`src/rtl/uart_status_reporter.sv`:
```
// Formats I/O-expander samples into ASCII lines ("P0=xx P1=yy\r\n") after an optional banner, for uart_tx.
// Latency: the first tx_send comes 2 cycles after a sample reaches IDLE, and 2 cycles after tx_ready rises in DRAIN.
// Backpressure: each byte waits for tx_ready. A newer sample overwrites the one pending and is counted in overrun_count.
// Optional: UART_REPORT_CHANGES_ONLY_EN drops samples identical to the last line sent.
module uart_status_reporter #(
  parameter bit HEX_UPPERCASE = 1'b1,
  parameter bit BANNER_EN     = 1'b1
) (
  input  logic       clk48,
  input  logic       reset,
  input  logic       sample_valid,
  input  logic [7:0] sample_port0,
  input  logic [7:0] sample_port1,
  input  logic       tx_ready,
  output logic [7:0] tx_data,
  output logic       tx_send,
  output logic       busy,
  output logic [7:0] overrun_count
);

  typedef enum logic [2:0] {ST_START, ST_IDLE, ST_LOAD, ST_SEND, ST_DRAIN} state_t;

  state_t     state, state_nxt;
  logic [3:0] idx, idx_nxt;
  logic       src_line, src_line_nxt;
  logic [7:0] tx_data_nxt;
  logic       tx_send_nxt;
  logic [7:0] pend_p0, pend_p1, line_p0, line_p1;
  logic       pend_vld;
  logic       consume, start_line, dup;
  logic [7:0] cur_byte;
  logic [3:0] last_idx;

  function automatic logic [7:0] hex_char(input logic [3:0] n);
    if (n < 4'd10) return 8'h30 + {4'h0, n};
    return (HEX_UPPERCASE ? 8'h37 : 8'h57) + {4'h0, n};
  endfunction

  function automatic logic [7:0] banner_byte(input logic [3:0] i);
    case (i)
      4'd0:    return 8'h4D;
      4'd1:    return 8'h45;
      4'd2:    return 8'h47;
      4'd3:    return 8'h41;
      4'd4:    return 8'h70;
      4'd5:    return 8'h68;
      4'd6:    return 8'h6F;
      4'd7:    return 8'h6E;
      4'd8:    return 8'h65;
      4'd9:    return 8'h20;
      4'd10:   return 8'h43;
      4'd11:   return 8'h54;
      4'd12:   return 8'h4C;
      4'd13:   return 8'h30;
      4'd14:   return 8'h0D;
      default: return 8'h0A;
    endcase
  endfunction

  function automatic logic [7:0] line_byte(input logic [3:0] i, input logic [7:0] p0,
                                           input logic [7:0] p1);
    case (i)
      4'd0:    return 8'h50;
      4'd1:    return 8'h30;
      4'd2:    return 8'h3D;
      4'd3:    return hex_char(p0[7:4]);
      4'd4:    return hex_char(p0[3:0]);
      4'd5:    return 8'h20;
      4'd6:    return 8'h50;
      4'd7:    return 8'h31;
      4'd8:    return 8'h3D;
      4'd9:    return hex_char(p1[7:4]);
      4'd10:   return hex_char(p1[3:0]);
      4'd11:   return 8'h0D;
      default: return 8'h0A;
    endcase
  endfunction

  assign cur_byte = src_line ? line_byte(idx, line_p0, line_p1) : banner_byte(idx);
  assign last_idx = src_line ? 4'd12 : 4'd15;
  assign busy     = (state == ST_LOAD) || (state == ST_SEND) || (state == ST_DRAIN);

`ifdef UART_REPORT_CHANGES_ONLY_EN
  logic [7:0] last_p0, last_p1;

  assign dup = (pend_p0 == last_p0) && (pend_p1 == last_p1);

  always_ff @(posedge clk48) begin
    if (reset) begin
      last_p0 <= 8'hFF;
      last_p1 <= 8'hFF;
    end else if (start_line) begin
      last_p0 <= pend_p0;
      last_p1 <= pend_p1;
    end
  end
`else
  assign dup = 1'b0;
`endif

  always_comb begin
    state_nxt    = state;
    idx_nxt      = idx;
    src_line_nxt = src_line;
    tx_data_nxt  = tx_data;
    tx_send_nxt  = tx_send;
    consume      = 1'b0;
    start_line   = 1'b0;
    case (state)
      ST_START: begin
        idx_nxt      = 4'd0;
        src_line_nxt = 1'b0;
        state_nxt    = BANNER_EN ? ST_LOAD : ST_IDLE;
      end
      ST_IDLE: begin
        if (pend_vld) begin
          consume = 1'b1;
          if (!dup) begin
            start_line   = 1'b1;
            src_line_nxt = 1'b1;
            idx_nxt      = 4'd0;
            state_nxt    = ST_LOAD;
          end
        end
      end
      ST_LOAD: begin
        tx_data_nxt = cur_byte;
        if (tx_ready) begin
          tx_send_nxt = 1'b1;
          state_nxt   = ST_SEND;
        end
      end
      ST_SEND: begin
        // Hold the request until uart_tx drops READY to confirm it took the byte.
        if (!tx_ready) begin
          tx_send_nxt = 1'b0;
          state_nxt   = ST_DRAIN;
        end
      end
      ST_DRAIN: begin
        if (tx_ready) begin
          if (idx == last_idx) begin
            state_nxt = ST_IDLE;
          end else begin
            idx_nxt   = idx + 4'd1;
            state_nxt = ST_LOAD;
          end
        end
      end
      default: state_nxt = ST_START;
    endcase
  end

  always_ff @(posedge clk48) begin
    if (reset) begin
      state    <= ST_START;
      idx      <= 4'd0;
      src_line <= 1'b0;
      tx_data  <= 8'h00;
      tx_send  <= 1'b0;
    end else begin
      state    <= state_nxt;
      idx      <= idx_nxt;
      src_line <= src_line_nxt;
      tx_data  <= tx_data_nxt;
      tx_send  <= tx_send_nxt;
    end
  end

  // A sample replacing one that IDLE is consuming in the same cycle is not an overrun.
  always_ff @(posedge clk48) begin
    if (reset) begin
      pend_vld      <= 1'b0;
      pend_p0       <= 8'h00;
      pend_p1       <= 8'h00;
      line_p0       <= 8'h00;
      line_p1       <= 8'h00;
      overrun_count <= 8'h00;
    end else begin
      if (sample_valid) begin
        pend_p0  <= sample_port0;
        pend_p1  <= sample_port1;
        pend_vld <= 1'b1;
        if (pend_vld && !consume && (overrun_count != 8'hFF))
          overrun_count <= overrun_count + 8'd1;
      end else if (consume) begin
        pend_vld <= 1'b0;
      end
      if (start_line) begin
        line_p0 <= pend_p0;
        line_p1 <= pend_p1;
      end
    end
  end

endmodule
```
`config.mk`:
```
export PLATFORM = sky130hd
export DESIGN_NAME = uart_status_reporter
export DESIGN_NICKNAME = d
export VERILOG_FILES = /design/src/rtl/uart_status_reporter.sv
export SDC_FILE = /design/constraint.sdc
export NUM_CORES = 1
export LEC_CHECK = 0
export ABC_CLOCK_PERIOD_IN_PS = 3300
export CELL_PAD_IN_SITES_DETAIL_PLACEMENT = 1
export CELL_PAD_IN_SITES_GLOBAL_PLACEMENT = 1
export CORE_MARGIN = 10
export CORE_UTILIZATION = 45
export CTS_CLUSTER_DIAMETER = 80
export DETAILED_ROUTE_END_ITERATION = 7
export GPL_TIMING_DRIVEN = 0
export PLACE_DENSITY_LB_ADDON = 0.3
export RECOVER_POWER = 100
export SYNTH_ARGS = -nofsm -noshare
export SYNTH_HDL_FRONTEND = slang
export SYNTH_SLANG_ARGS = --single-unit
export TNS_END_PERCENT = 10
```
`constraint.sdc`:
```
create_clock -name clk48 -period 3.3 [get_ports clk48]
set_input_delay 0.495 -clock clk48 [delete_from_list [all_inputs] [get_ports clk48]]
set_output_delay 0.495 -clock clk48 [all_outputs]
set_load 0.005 [all_outputs]
```
==> flow_summary.yaml, run 1 <==
status:
  status: "finished, final reports clean"
die:
  core_area_sq_mm: 0.00737
  floorplan.rows: 31
  start_util_pct: 47.1
  dieArea_sq_mm: 0.0116
  num_io_pins: 38
  die_h_um: 108
  die_w_um: 108
global_routing:
  grt_use_total_pct: 17.1
  grt_max_degree: 12
  antenna_found_initial: 0
  grt_pass1_wl_um: 16000
  grt_pass1_vias: 3377
  grt-ovfl-total: 0
drt:
  wl_um: 9450
  drtIter0Drc: 150
  ant_nets: 0
  num_vias: 3133
  wl_per_cell_um: 16.6
  drt-pass1-iter-count: 4
  drc_errors: 0
  via_per_inst: 5.50
worst_setup_path:
  worst-setup-path-type: "reg2reg"
  cpPeakStageDelay_ns: 0.53
  slowest_stage: "dfxtp_1"
  worst_setup_path_start_kind: "flip-flop"
  cpMostUsedCell: "clkbuf_1"
  cp_max_fo: 10
  worstSetupEndpointType: "flip-flop"
  critical_path_arrival_ns: 3.03
  path_cells: "ha_1 > clkbuf_1 > or3b_2 > clkbuf_1 > nor4b_1 > a211oi_1 > nand3_1 > o211ai_1 > a21oi_1"
  required_ns: 3.59
place:
  place.port_buffers: 33
  place.gp.congestion: 0.882
  dp_slack_ns: 0.706
  post-dp-hpwl_um: 7260
  placed_area_sq_mm: 0.00392
hold_path:
  hp-class: "reg2reg"
timing:
  fin_crit_ns: 2.74
  fin_setup_tns_ns: 0
  hold_violations: 0
  setup_violations: 0
  period_share_pct: 83.1
  max_freq_mhz: 364
  report.final.slew_viol_count: 0
  whs_ns: 0.460
  finalClockSkew_ns: 0.00973
  slew_headroom_pct: 47.2
  tightest_slew_ns: 0.786
  setup_slack_ns: 0.556
  rsz0062_at_grt: "false"
clock_network:
  post-cts-setup-buffers: 0
  cts_max_path_buffers: 2
  clkSinkCount: 64
  clkTransAtPathRegs_ns: 0.07
  cts_resized: 0
  htree_levels: 3
  clk_latency_ns: 0.36
  cts_tree: "done"
  cts.root.buffer_cell: "clkbuf_8"
  numCtsBuffers: 9
  holdBufCountCts: 0
logic_synthesis:
  yosysTopAreaCell: "dfxtp_1"
  syn_avg_cell_area_sq_um: 8.22
  yosysSeqAreaShare_pct: 36.9
  synth_enable_flop_cells: 0
  synth_fp_nets: 456
  ys_warn_count: 0
  async_reset_ff_share_pct: 0
  synth-main-ff-cell: "dfxtp_1"
  syn_inst: 422
  synth-seq-cells: 64
  netlist_area_sq_mm: 0.00347
  synth_cell_type_count: 68
  synth_top_area_share_pct: 36.9
  synth_area_leaders: "dfxtp_1 (37%), a21oi_1 (5.9%), nor2_1 (5.8%)"
finish:
  drive_above_1_share_pct: 7.01
  layout_common_cells: "dfxtp_1 (64), nor2_1 (54), nand2_1 (50)"
  areaGrowthSynthToFinish_pct: 16.5
  mostFrequentLayoutCell: "dfxtp_1"
  n_antenna_cell: 0
  fin_nets: 500
  fin_util_pct: 54.8
  final_area_sq_mm: 0.00404
power:
  p_per_area_mw_per_mm2: 387
  p_leak_uw: 0.00150
  ir_worst_vdd_v: 0.000273
job:
  max_cap_viol_count: 0
[report_power, final]
part,internal [uW],leakage [uW],switching [uW]
logic,70.5,0.000900,82.7
registers,797,0.000522,14.9
clock network,290,0.0000813,309
[cell families after synthesis]
group / after synthesis / synth area share (%)
simple gates: 157 / 22.1
buf+inv: 45 / 5.52
fa+ha+maj: 14 / 5.05
compound gates: 107 / 20.8
xor+xnor: 12 / 3.03
other cells: 1 / 0.108
flops: 64 / 36.9
mux: 22 / 6.42
[area by class of cell]
class | instances | area [sq um]
clock buffer | 11 | 141
sequential | 64 | 1280
clock inverter | 5 | 32.5
multi-input combinational | 313 | 1950
timing repair buffer | 33 | 330
tap | 99 | 124
buffer | 26 | 109
fill | 907 | 3330
inverter | 19 | 72.6
[critical path: cells and delay by family, from the launching register on]
kind                       cells  cell delay (ns)
and+or+nand+nor                3             1.02
AOI/OAI and AO/OA              3             0.39
DFF                            1             0.53
buffers and inverters          2             0.53
adders and majority gates      1             0.20
[final timing paths]
kind / startpoint / end / slack (ns) / cells past startpoint
setup / recovery: idx[0] / tx_data[3] / 0.56 / 9
hold / removal: pend_p0[6] / line_p0[6] / 0.46 / 2
setup reg to reg: idx[0] / tx_data[3] / 0.56 / 9
hold reg to reg: pend_p0[6] / line_p0[6] / 0.46 / 2
[per-layer routing]
layer  GRT usage (%)  part of all wire (%)  vias to the layer above
met5               0                     0                        -
met4            7.16                   2.2                        0
met3            5.09                   3.6                       17
met2            28.9                    49                       48
met1            19.6                    45                     1503
li1                -                     -                     1565
[cell usage after synthesis, types with 2 or more instances]
cell type,n
o21ai_0,12
nand4_1,3
buf_1,4
clkbuf_1,14
xor2_1,6
a211oi_1,10
a21boi_0,2
buf_4,2
o21a_1,5
mux2_2,2
nand3_1,5
nand3b_1,3
nor2b_1,9
o41ai_1,3
nor4_1,2
inv_1,17
or3b_2,3
ha_1,14
nand2_1,50
dfxtp_1,64
nor3_1,6
a21oi_1,41
nor3b_1,2
o211ai_1,4
o22ai_1,6
and2_1,2
nor2_1,54
a22o_1,2
a31oi_1,3
buf_2,5
mux2i_1,20
nand2b_1,3
xnor2_1,6
and3_1,4
[per-stage QoR]
stage                     cells  power (uW)
after floorplan             422         923
after global placement      554         987
after detailed placement    554         994
after CTS                   570        1590
after global routing        570        1640
final                       570        1560
Note: power is estimated with default switching activity, not from simulation.
==> run 2: changes to the inputs <==
- ABC_CLOCK_PERIOD_IN_PS: 3300 -> 2500
- CORE_UTILIZATION: 45 -> 38
- clock period: 3.3 -> 2.5 ns (I/O delays scaled with it)
==> flow_summary.yaml, run 2 (same netlist as run 1, synthesis figures left out) <==
status:
  status: "finished, final reports clean"
drt:
  num_vias: 3141
  wl_per_cell_um: 17.0
  ant_nets: 0
  wl_um: 9900
  drc_errors: 0
  drt-pass1-iter-count: 4
  via_per_inst: 5.39
  drtIter0Drc: 114
worst_setup_path:
  cpPeakStageDelay_ns: 0.34
  path_cells: "buf_2 > and3b_1 > o211ai_1 > nand2_1 > a32oi_4 > nor2_4 > ha_1 > mux2_2 > a22o_1"
  worst-setup-path-type: "reg2reg"
  worstSetupEndpointType: "flip-flop"
  cp_max_fo: 9
  critical_path_arrival_ns: 2.65
  required_ns: 2.74
  worst_setup_path_start_kind: "flip-flop"
  slowest_stage: "a32oi_4"
place:
  place.port_buffers: 33
  dp_slack_ns: -0.118
  post-dp-hpwl_um: 7360
  place.gp.congestion: 0.817
timing:
  tightest_slew_ns: 0.721
  setup_violations: 0
  slew_headroom_pct: 51.7
  fin_crit_ns: 2.41
  setup_slack_ns: 0.0924
  period_share_pct: 96.3
  report.final.slew_viol_count: 0
  finalClockSkew_ns: 0.0134
  hold_violations: 0
  max_freq_mhz: 415
finish:
  mostFrequentLayoutCell: "dfxtp_1"
  multi_input_area_sq_mm: 0.00203
  layout_common_cells: "dfxtp_1 (63), nor2_1 (53), nand2_1 (50)"
  drive_above_1_share_pct: 10.3
  areaGrowthSynthToFinish_pct: 20.9
  seqCellArea_sq_mm: 0.00128
  fillers: 1090
  fin_nets: 505
  fin_util_pct: 47.6
  n_antenna_cell: 0
die:
  num_io_pins: 38
  floorplan.rows: 34
  dieArea_sq_mm: 0.0133
  start_util_pct: 39.4
  die_w_um: 116
  die_h_um: 116
  core_area_sq_mm: 0.00881
global_routing:
  antenna_found_initial: 0
  grt-ovfl-total: 0
  grt_pass1_vias: 3382
  grt_pass1_wl_um: 16600
  grt_max_degree: 12
  grt_use_total_pct: 15.3
clock_network:
  holdBufCountCts: 0
  clkTransAtPathRegs_ns: 0.08
  cts.root.buffer_cell: "clkbuf_8"
  clk_latency_ns: 0.35
  htree_levels: 3
  numCtsBuffers: 9
  cts_tree: "done"
  clkSinkCount: 64
  cts_max_path_buffers: 2
power:
  sw_frac_of_total_pct: 25.8
  ir_worst_vdd_v: 0.000272
  seq_power_share_pct: 49.5
  combPwrFrac_pct: 9.8
  p_leak_uw: 0.00156
  p_per_area_mw_per_mm2: 516
  p_sw_uw: 559
  clkPwrFrac_pct: 40.7
  p_int_uw: 1600
job:
  max_cap_viol_count: 0
hold_path:
  hp-class: "reg2reg"
==> run 2: cell count changes in the layout (fill, tap and decap cells not counted), sizes merged <==
cell,before,now
clkbuf,31,28
clkdlybuf4s50,16,17
bufinv,0,1
clkinvlp,3,2
dlygate4sd3,17,16
buf,6,13
==> run 2: path summary, 6_finish.rpt <==
| path | start | endpoint | slack [ns] | cells after the start |
|---|---|---|---|---|
| hold reg to reg | tx_data[3] | tx_data[3] | 0.46 | 2 |
| setup / recovery | idx[1] | flip-flop | 0.09 | 9 |
| hold / removal | tx_data[3] | tx_data[3] | 0.46 | 2 |
| setup reg to reg | idx[1] | flip-flop | 0.09 | 9 |
==> run 2: area by class of cell <==
class                   count  share of cell area (%)
plain buffers              26                    2.81
clock buffers              10                    3.04
clock inverters             5                    1.40
inverters                  19                    1.73
multi-input cells         313                    48.4
flip-flops and latches     64                    30.7
well taps                 108                    3.22
repair buffers             38                    8.78
==> run 2: power by group through the flow <==
stage	clock network (uW)	registers [uW]	logic, uW
2_1_floorplan	0	1090	127
3_3_place_gp	0	1090	210
3_5_place_dp	0	1100	216
4_1_cts	903	1070	218
5_1_grt	953	1080	236
6_report	880	1070	212
==> run 2: metrics by stage <==
stage                     setup TNS [ns]  total power (uW)  hold WS (ns)  instance area, sq um  instances
final                                  0              2160         0.456                  4190        583
after global routing             -0.0243              2270         0.484                  4190        583
after CTS                              0              2190         0.464                  4140        578
after detailed placement          -0.204              1310         0.451                  3930        563
after global placement           -0.0144              1300         0.442                  3930        563
after floorplan                        0              1220         0.431                  3470        422
==> run 2: worst max-delay path, delay by kind of cell, from the launching register on <==
family | cells | cell delay (ns)
and+or+nand+nor | 3 | 0.45
DFF | 1 | 0.33
buffers and inverters | 1 | 0.19
muxes | 1 | 0.27
adders and majority gates | 1 | 0.23
AOI/OAI and AO/OA | 3 | 0.83
==> run 2: metal layers <==
layer / vias up / routed length (um) / track usage [%]
met5: - / 0 / 0
met4: 0 / 108 / 4.05
met3: 10 / 414 / 3.41
met2: 52 / 4900 / 26.7
met1: 1504 / 4480 / 18.5
li1: 1575 / - / -
==> run 2: timing repair <==
item,4_1_cts,5_1_grt
setup endpoints to repair,5,7
cloned,0,0
resized for setup,4,5
pin swaps,0,2
setup buffers,0,5
==> run 3: changes to the inputs <==
- CAP_MARGIN: default -> 20
- HOLD_SLACK_MARGIN: default -> 0.15
==> results of run 3 <==
Same layout as run 2: the final DEF is identical, and so are final timing and power.
==> edit: new RTL, settings of run 2 <==
Build with the macro `UART_REPORT_CHANGES_ONLY_EN` defined.
--- a/src/rtl/uart_status_reporter.sv
+++ b/src/rtl/uart_status_reporter.sv
@@ -2,6 +2,8 @@
 // Latency: the first tx_send comes 2 cycles after a sample reaches IDLE, and 2 cycles after tx_ready rises in DRAIN.
 // Backpressure: each byte waits for tx_ready. A newer sample overwrites the one pending and is counted in overrun_count.
 // Optional: UART_REPORT_CHANGES_ONLY_EN drops samples identical to the last line sent.
+`define UART_REPORT_CHANGES_ONLY_EN
+
 module uart_status_reporter #(
   parameter bit HEX_UPPERCASE = 1'b1,
   parameter bit BANNER_EN     = 1'b1
Check against the original RTL: same outputs for any inputs over 10 cycles, from zero or initial values and one cycle with reset high; that may be too few to reach the edited logic, so the function may still have changed.
==> edit against run 2 <==
  * The run now ends with setup timing left
  * Routed wire length grew 18%
  * Sequential cell count grew 16
  * Sequential power grew 26%
  * Count of clock-buffer cells in the layout shrank 1
  * Final cell count grew 15%
  * Clock skew shrank 0.0040 ns
  * Worst setup slack lost 0.18 ns
  * Final area grew 20%
  * Power grew 25%
  * Synthesized cell count grew 12%
  * Area after synthesis grew 16%
  * Largest cell class unchanged
==> edit: results (changes against run 2) <==
Synthesis
  – Syn nets: 506 (+11%)
  – Post-synthesis sequential area ratio: 0.3969 (+0.02749)
  – Cell variety after synth: 60 (-12%)
  – Top cells by area, synth: dfxtp_1 40%, nor2_1 6.5%, xnor2_1 5.4%
  – Synth top cells by count: 80 x dfxtp_1, 70 x nor2_1, 38 x a21oi_1

Power
  – Combinational power: 0.261 mW (+23%)
  – Leakage power: 1.915 nW (+23%)
  – Internal power: 2.019 mW (+26%)
  – Max IR drop VDD: 0.3471 mV (+28%)
  – Clock net power: 1.10 mW (+25%)

GRT
  – Vias in the first global route: 3708 (+9.6%)
  – Pin count of the biggest net entering global routing: 16 (+4)
  – GRT Total Usage: 0.1555 (+0.002621)

Timing
  – Slew margin rel.: 0.4943 (-0.02252)
  – Final number of setup-violating endpoints: 4 (+4)
  – Skew final: 0.009343 ns (-0.004044 ns)
  – Final worst slack: -0.09072 ns (-0.1831 ns)

Worst setup path
  – Max incr delay on CP: 0.37 ns (+0.03 ns)
  – Slowest cell on crit path: dfxtp_4
  – Delay-heaviest family, CP: multiplexers
  – CP Launch Point: pend_p1[2]$_SDFFE_PP0P_
  – CP Max Fanout: 4 (-5)
  – Path depth of the worst reg2reg path: 13 (+4)
  – CP Data Arrival Time: 2.84 ns (+0.19 ns)

Hold path
  – Hold_sp: tx_data[6]$_SDFFE_PP0P_
  – Hold worst-path end: tx_data[6]$_SDFFE_PP0P_

Route
  – Drt total wl: 11730 µm (+18%)
  – Via density: 5.310 (-1.4%)
  – DRT iter0 DRCs: 203 (+78%)

Placement
  – Post-DP HPWL: 8762 µm (+19%)
  – RD Place Congestion: 0.8727 (+6.8%)
  – Area after DPL: 4559 µm² (+16%)
  – Post-Place Setup Slack: -0.5697 ns (-0.4521 ns)
  – Buffers on Ports: 34 (+3.0%)

CTS
  – CTS resizes: 16 (+12)
  – # Post-CTS Setup Buffers: 9 (+9)
  – Worst skew pair latency: 0.37 ns (+0.02 ns)

Layout
  – Fillers: 1205 (+11%)
  – Layout cells sized above 1: 0.1466 (+0.04346)
  – Nets@finish: 561 (+11%)

Outcome
  – Status: finished, violations left
  – Failing checks: setup timing
## edit: changes by cell type in the layout (fill, tap and decap cells not counted), sizes merged, moves of 5 or more
cell,delta
a211oi,-6
nor2b,-8
o221ai,+5
and2,+16
buf,+6
a211o,+17
nor2,+15
inv,+9
dfxtp,+16
nand3,+9
xnor2,+20
nand2,-27
## edit: per-stage QoR
stage	utilization	setup TNS, ns	power [mW]	cells	hold slack [ns]
6_report	0.4862	-0.2067	2.707	668	0.4520
5_1_grt	0.4862	-1.611	2.825	668	0.4804
4_1_cts	0.4768	-0.3076	2.737	667	0.4470
3_5_place_dp	0.4416	-2.760	1.622	642	0.4462
3_3_place_gp	0.4416	-2.095	1.611	642	0.4380
2_1_floorplan	-	0	1.514	472	0.4483
## edit: kinds of logic after synthesis
group | count (synthesis) | share of synthesized area
and+or+nand+nor | 157 | 0.1811
AOI/OAI and AO/OA | 116 | 0.1981
DFF | 80 | 0.3969
buffers and inverters | 50 | 0.05178
xor gates and xnor gates | 31 | 0.06915
muxes | 23 | 0.05860
adders and majority gates | 14 | 0.04341
other | 1 | 0.0009293
## edit: routing by layer
layer  vias up  share of wire  track usage
met3        14          0.042      0.04330
met2        57           0.48       0.2631
met4         0          0.012      0.03493
met1      1712           0.47       0.1927
met5         -              0            0
li1       1764              -            -
## edit: cell type report
class | instances | area share
Multi-Input combinational cell | 342 | 0.4703
Clock buffer | 9 | 0.02468
Tap cell | 136 | 0.03390
Inverter | 24 | 0.01844
Timing Repair Buffer | 46 | 0.08649
Buffer | 24 | 0.02343
Sequential cell | 80 | 0.3223
Clock inverter | 7 | 0.02044
